$ cat config.mk
export PLATFORM = sky130hd
export DESIGN_NAME = bitlogic_pipe
export DESIGN_NICKNAME = d
export VERILOG_FILES = /design/src/rtl/bitlogic_pipe.sv
export SDC_FILE = /design/constraint.sdc
export NUM_CORES = 1
export LEC_CHECK = 0
export CAP_MARGIN = 5
export CORE_MARGIN = 10
export CORE_UTILIZATION = 58
export CTS_BUF_LIST = sky130_fd_sc_hd__clkbuf_4
export DETAILED_ROUTE_END_ITERATION = 10
export GPL_ROUTABILITY_DRIVEN = 0
export PLACE_DENSITY = 0.92
export SYNTH_ARGS = -nofsm -noshare
export SYNTH_HDL_FRONTEND = slang
export SYNTH_SLANG_ARGS = --single-unit
$ cat constraint.sdc
create_clock -name clk -period 3.3 [get_ports clk]
set_input_delay 0.66 -clock clk [delete_from_list [all_inputs] [get_ports clk]]
set_output_delay 0.66 -clock clk [all_outputs]
set_load 0.03 [all_outputs]
$ cat src/rtl/bitlogic_pipe.sv
// Pipelined WIDTH-bit bitwise logic unit with a DEPTH-entry result queue and XOR accumulator.
// Optional define BITLOGIC_PARITY_EN adds out_par (odd parity over {in_a, in_b, in_op}).
module bitlogic_pipe #(
  parameter int unsigned WIDTH = 8,
  parameter int unsigned DEPTH = 2
) (
  input  logic             clk,
  input  logic             rst,
  input  logic             in_valid,
  output logic             in_ready,
  input  logic [WIDTH-1:0] in_a,
  input  logic [WIDTH-1:0] in_b,
  input  logic [2:0]       in_op,
  output logic             out_valid,
  input  logic             out_ready,
  output logic [WIDTH-1:0] out,
  output logic             out_red
`ifdef BITLOGIC_PARITY_EN
  ,
  output logic             out_par
`endif
);

  localparam int unsigned PtrW = (DEPTH > 1) ? $clog2(DEPTH) : 1;
  localparam int unsigned CntW = $clog2(DEPTH + 1);
`ifdef BITLOGIC_PARITY_EN
  localparam int unsigned EntW = WIDTH + 2;
`else
  localparam int unsigned EntW = WIDTH + 1;
`endif

  logic [EntW-1:0]  mem_q [DEPTH];
  logic [PtrW-1:0]  rd_ptr_q, rd_ptr_d, wr_ptr_q, wr_ptr_d;
  logic [CntW-1:0]  count_q, count_d, remain;
  logic [WIDTH-1:0] acc_q, acc_d, result;
  logic [EntW-1:0]  new_ent, head_q, head_d;
  logic             push, pop;

  function automatic logic [PtrW-1:0] ptr_inc(input logic [PtrW-1:0] p);
    return (p == PtrW'(DEPTH - 1)) ? '0 : p + 1'b1;
  endfunction

  assign in_ready  = (count_q < CntW'(DEPTH));
  assign out_valid = (count_q != '0);
  assign push      = in_valid & in_ready;
  assign pop       = out_valid & out_ready;

  always_comb begin
    unique case (in_op)
      3'd0:    result = in_a & in_b;
      3'd1:    result = in_a | in_b;
      3'd2:    result = in_a ^ in_b;
      3'd3:    result = ~(in_a ^ in_b);
      3'd4:    result = ~(in_a & in_b);
      3'd5:    result = ~(in_a | in_b);
      3'd6:    result = in_a & ~in_b;
      default: result = acc_q ^ in_a;
    endcase
  end

  assign acc_d = (push && in_op == 3'd7) ? result : acc_q;

`ifdef BITLOGIC_PARITY_EN
  assign new_ent = {~(^{in_a, in_b, in_op}), ^result, result};
`else
  assign new_ent = {^result, result};
`endif

  always_comb begin
    rd_ptr_d = pop  ? ptr_inc(rd_ptr_q) : rd_ptr_q;
    wr_ptr_d = push ? ptr_inc(wr_ptr_q) : wr_ptr_q;
    count_d  = count_q + CntW'(push) - CntW'(pop);
    remain   = count_q - CntW'(pop);
    head_d   = head_q;
    // The presented head is registered; it bypasses the array when the queue drains to
    // just the entry being written, and holds its last value once the queue is empty.
    if (count_d != '0) begin
      head_d = (push && remain == '0) ? new_ent : mem_q[rd_ptr_d];
    end
  end

  always_ff @(posedge clk or posedge rst) begin
    if (rst) begin
      rd_ptr_q <= '0;
      wr_ptr_q <= '0;
      count_q  <= '0;
      acc_q    <= '0;
      head_q   <= '0;
    end else begin
      rd_ptr_q <= rd_ptr_d;
      wr_ptr_q <= wr_ptr_d;
      count_q  <= count_d;
      acc_q    <= acc_d;
      head_q   <= head_d;
    end
  end

  always_ff @(posedge clk) begin
    if (push) begin
      mem_q[wr_ptr_q] <= new_ent;
    end
  end

  assign out     = head_q[WIDTH-1:0];
  assign out_red = head_q[WIDTH];
`ifdef BITLOGIC_PARITY_EN
  assign out_par = head_q[WIDTH+1];
`endif

endmodule
* After elaboration in Yosys (flattened, before gate mapping) *
Memory sizes are Yosys's and may differ from the RTL's.
Index checks and enable logic that the tools add are counted.

cells by class
  $add $sub $neg = 5
  multiply operators = 0
  divide/modulo/power cells = 0
  magnitude comparators = 1
  eq/ne operators = 7
  shift-type cells = 0
  multiplexer cells = 7
  bitwise operators = 11
  reduce and logical (&&, ||, !) cells = 7

operator list
  cell                   count
  $pmux W8 S7            1
  $not A8 Y8             4
  $and A8 B8 Y8          2
  $xor A8 B8 Y8          2
  $eq A3 B3 Y1 const B   4
  $mux W9                1
  $or A8 B8 Y8           1
  $reduce_xor A8 Y1      1
  $eq A3 B2 Y1 const B   2
  $mux W1                5
  $reduce_bool A2 Y1     2
  $sub A2 B1 Y2          2
  $eq A3 B1 Y1 const B   1
  $logic_not A3 Y1       1
  $add A1 B1 Y1 const B  2
  $add A2 B1 Y2          1
  $and A1 B1 Y1          2
  $logic_and A1 B1 Y1    2
  $logic_not A2 Y1       1
  $lt A2 B2 Y1 const B   1

word-level totals
  bits in registers = 21
  bits in latches = 0
  RAM bits = 18
  ROM bits = 0
  input port bits = 23
  output and inout bits = 11
  word-level logic and storage cells = 44
  memories = 1

memory list
  name   depth  width  read ports  clocked after Yosys merged registers in  wr ports  RTL line  text
  mem_q  2      9      1           0                                        1         32        logic [EntW-1:0] mem_q [DEPTH];

* Logic depth before layout (Yosys ltp) *
  depth in word-level cells = 6
  depth in mapped cells = 13
  gate-level depth less buffers = 13

* Worst setup path after synthesis *
OpenSTA, ideal clock, no wires.

  path kind = input -> register
  start point = in in_valid
  end point = reg head_q[6]
  setup time = 0.136 ns
  data arrival time = 2.478 ns
  data required time = 3.164 ns
  slack = 0.686 ns
  stages on the path = 10
  buffers on the path = 1
  cells stage by stage = nor2b_1 inv_1 ha_1 inv_1 ha_1 xnor2_1 xnor2_1 nor2_1 clkbuf_1 o21ai_0

between the ends
  word-level cells in the longest chain between the ends = 4
  elaborated cells on any way between the ends = 6
  classes of those cells = add/sub (2); mux (1); bitwise (1); reduce/logical (2)

RTL lines
  what                  RTL line  text
  from (decl)           9         input logic in_valid,
  $and A1 B1 Y1         45        assign push = in_valid & in_ready;
  $add A2 B1 Y2         72        count_d = count_q + CntW'(push) - CntW'(pop);
  $sub A2 B1 Y2         72
  via count_d[1]        34        logic [CntW-1:0] count_q, count_d, remain;
  $reduce_bool A2 Y1    77        if (count_d != '0) begin
  to (signal assigned)  88        head_q <= '0;
  to (signal assigned)  94        head_q <= head_d;
  to (decl)             36        logic [EntW-1:0] new_ent, head_q, head_d;

The timed path passes the listed nets, and every way through them passes these cells.
A chain may end at the register's enable or synchronous reset.

* Final worst setup path *
  start point = in in_a[2]
  end point = reg head_q[8]

between the ends
  word-level cells in the longest chain between the ends = 5
  elaborated cells on any way between the ends = 11
  classes of those cells = mux (2); bitwise (8); reduce/logical (1)

RTL lines
  what                                  RTL line    text
  from (decl)                           11          input logic [WIDTH-1:0] in_a,
  $or A8 B8 Y8 (tied with other cells)  51, 55
  $not A8 Y8 (on tied branches)         55, 53, 54
  $pmux W8 S7 *                         49          unique case (in_op)
  $reduce_xor A8 Y1 *                   66          assign new_ent = {^result, result};
  via new_ent[8]                        36
  $mux W9 *                             78          head_d = (push && remain == '0) ? new_ent : mem_q[rd_ptr_d];

Mark *: on every way through the listed nets, which the timed path passes. The rest lies on a longest branch.

==> flow_metrics.tcl <==
set metrics [dict create \
    area_delta_synth_final_pct 16.3 \
    ir_drop_v 0.000413 \
    grt_pass1_vias 2024 \
    yosys_warnings 0 \
    postCtsSetupBuffers 0 \
    reg2reg_slack_ps 940 \
    fin_util_pct 70.9 \
    first_pass_iters 4 \
    netlist.area_leader.share_pct 19.9 \
    async_flop_share_pct 53.8 \
    dp_cells 356 \
    endpoint_kind "flop" \
    root_buffer "clkbuf_4" \
    crit_slowest_cell "clkdlybuf4s50_1" \
    avgSynthCellArea_sq_um 9.97 \
    ant_nets 0 \
    vias 1968 \
    slew_headroom_pct 27.4 \
    p_comb_share_pct 52.6 \
    htree_levels 2 \
    ff2ff_path_depth 13 \
    post-place-ws_ps 141 \
    drt-initial-drc-count 45 \
    synth_seq_cells 39 \
    synth_edf_count 18 \
    synth_cell_types 40 \
    avgViaCountPerCell 5.41 \
    final_common_cell "nand2_1" \
    syn_nets 321 \
    drt-total-wl_microns 5240 \
    antenna_cells 0 \
    numCtsBuffers 5 \
    postCtsResizedCells 0 \
    power_leakage_nw 1.46 \
    rsz0062_at_grt "no" \
    slew_viol_final 0 \
    r2r_end "head_q[8]" \
    max_stage_delay_ps 550 \
    cp_num_cells 10 \
    track_usage_pct 14.4 \
    internal_power_mw 1.32 \
    clkPwrFrac_pct 11.1 \
    hold_viol_final 0 \
    clk_pin_slew_ps 120 \
    grt_max_degree 22 \
    status "finished, final reports clean" \
    coreArea_sq_um 4440 \
    ys_seq_area_share_pct 39.3 \
    holdBufCountCts 0 \
    portBuffers 33 \
    cp_max_fo 4 \
    layout_common_cells "40 x nand2_1, 33 x clkdlybuf4s50_1, 26 x inv_1, 26 x ha_1" \
    fp-row-count 24 \
    seqPwrFrac_pct 36.3 \
    netlist_area_sq_um 2710 \
    swShare_pct 41.6 \
    wire_per_inst_microns 14.4 \
    crit_family "compound AO/OA/AOI/OAI gates" \
    drive_above_1_share_pct 10.6 \
    setup_slack_ps 535 \
    critical_path_class "in -> reg" \
    tns_ps 0 \
    clkLatencyLatePin_ps 360 \
    antenna_found_initial 0 \
    io_pins 34 \
    ctsLongestPathBuffers 2 \
    start_util_pct 61.0 \
    cp-start-kind "input port" \
    place_hpwl_microns 4280 \
    grt_overflow 0 \
    worstMarginPinSlew_ps 1080 \
    timing.final.crit_share_pct 83.8 \
    cts_tree "done" \
    cp-startpoint "in_a[2]" \
    synthTopCellsByArea "edfxtp_1 20%, dfrtp_1 19%, ha_1 12%, mux2i_1 7.8%, nand2_1 5.5%" \
    fmax_mhz 362 \
    ys.flop_type "dfrtp_1" \
    timing.critical_path.required_ps 3560 \
    fin_crit_ps 2770 \
    cp_cell_sequence "clkdlybuf4s50_1 -> inv_1 -> ha_1 -> mux2_1 -> o221ai_2 -> nor3_1 -> a221oi_2 -> xor2_1 -> xnor2_1 -> o31a_1" \
    dieWidth_microns 88.4 \
    drv_cap 0 \
    instances_no_fill 364 \
    hold_path.class "reg -> reg" \
    finClkSkew_ps 7.32 \
    drc 0 \
    critical_path_arrival_ps 3020 \
    num-nets-final 360 \
    n_fill_cell 363 \
    p_per_area_nw_per_um2 719 \
    clkSinkCount 39 \
    endpoint "head_q[8]" \
    syn_inst 272 \
    reg2reg_from "count_q[0]" \
    dieHeight_microns 88.4 \
    finalSetupViolCount 0 \
    crit_buf_inv 2 \
    synth_top_area_cell "edfxtp_1" \
    dieArea_sq_um 7810 \
    grt_pass1_wl_microns 9010 \
    p_total_mw 2.27 \
    power_switching_mw 0.942 \
]
[cell usage after synthesis (all sizes together), types with 2 or more instances]
| cell type | n |
|---|---|
| nor2b | 3 |
| nor2 | 14 |
| dfrtp | 21 |
| or2 | 3 |
| nor3 | 2 |
| edfxtp | 18 |
| mux2i | 21 |
| o2bb2ai | 2 |
| nand2b | 4 |
| inv | 27 |
| xor2 | 10 |
| o221ai | 4 |
| and2 | 5 |
| nand2 | 41 |
| a221oi | 2 |
| a21oi | 7 |
| xnor2 | 7 |
| mux2 | 9 |
| o211ai | 2 |
| o21ai | 26 |
| clkbuf | 3 |
| buf | 6 |
| o21bai | 2 |
| ha | 26 |
[worst min-delay path by stage]
| stage | end | from | depth (start not counted) | slack [ps] |
|---|---|---|---|---|
| 2_1_floorplan | wr_ptr_q | wr_ptr_q | 1 | 460 |
| 3_3_place_gp | head_q[2] | head_q[2] | 2 | 460 |
| 3_5_place_dp | head_q[5] | head_q[5] | 2 | 470 |
| 4_1_cts | head_q[5] | head_q[5] | 2 | 500 |
| 5_1_grt | head_q[4] | head_q[4] | 2 | 530 |
| 6_report | head_q[5] | head_q[5] | 2 | 490 |
[tightest hold or removal path: stages (launching register included)]
cell	delay (ps)
dfrtp_1	360
nand2_1	40
o21ai_0	50
[per-stage QoR]
stage / area (sq um) / hold slack, ps
after CTS: 3150 / 495
after floorplan: 2710 / 456
after global routing: 3150 / 527
final: 3150 / 485
after detailed placement: 3090 / 468
after global placement: 3090 / 460
[routing by layer]
metal | up-vias | routed length [microns] | track usage [%] | share of wire [%]
li1 | 1003 | - | - | -
met2 | 40 | 2700 | 26.4 | 51
met3 | 5 | 225 | 3.31 | 4.3
met4 | 0 | 35 | 3.96 | 0.67
met1 | 920 | 2280 | 16.2 | 44
met5 | - | 0 | 0 | 0
[power groups by stage]
stage	Clock [mW]	Sequential (mW)	Combinational, mW
floorplan	0	0.920	0.706
global placement	0	0.822	1.15
detailed placement	0	0.832	1.20
CTS	0.258	0.825	1.21
global route	0.282	0.842	1.34
finish	0.251	0.823	1.19
[sequential cells by signal, summed over array words and instances, names as in the netlist]
register,flops
wr_ptr_q,1
rd_ptr_q,1
count_q,2
head_q,9
mem_q,18
acc_q,8
[final cells by class]
class / instances / area (sq um) / area share [%]
Inverter: 27 / 101 / 3.21
Multi-Input combinational cell: 197 / 1470 / 46.6
Sequential cell: 39 / 1070 / 33.8
Timing Repair Buffer: 41 / 390 / 12.4
Clock buffer: 5 / 37.5 / 1.19
Clock inverter: 3 / 23.8 / 0.754
Tap cell: 52 / 65.1 / 2.06
[cell families (layout without fill, tap and decap cells)]
group | after synthesis | count (layout) | share of synthesized area [%]
xor+xnor | 17 | 17 | 5.77
compound gates | 51 | 51 | 13.1
buf+inv | 36 | 76 | 6.51
mux | 30 | 30 | 11.5
flops | 39 | 39 | 39.3
simple gates | 73 | 73 | 11.8
fa+ha+maj | 26 | 26 | 12.0
Power figures use the tool's default switching activity.
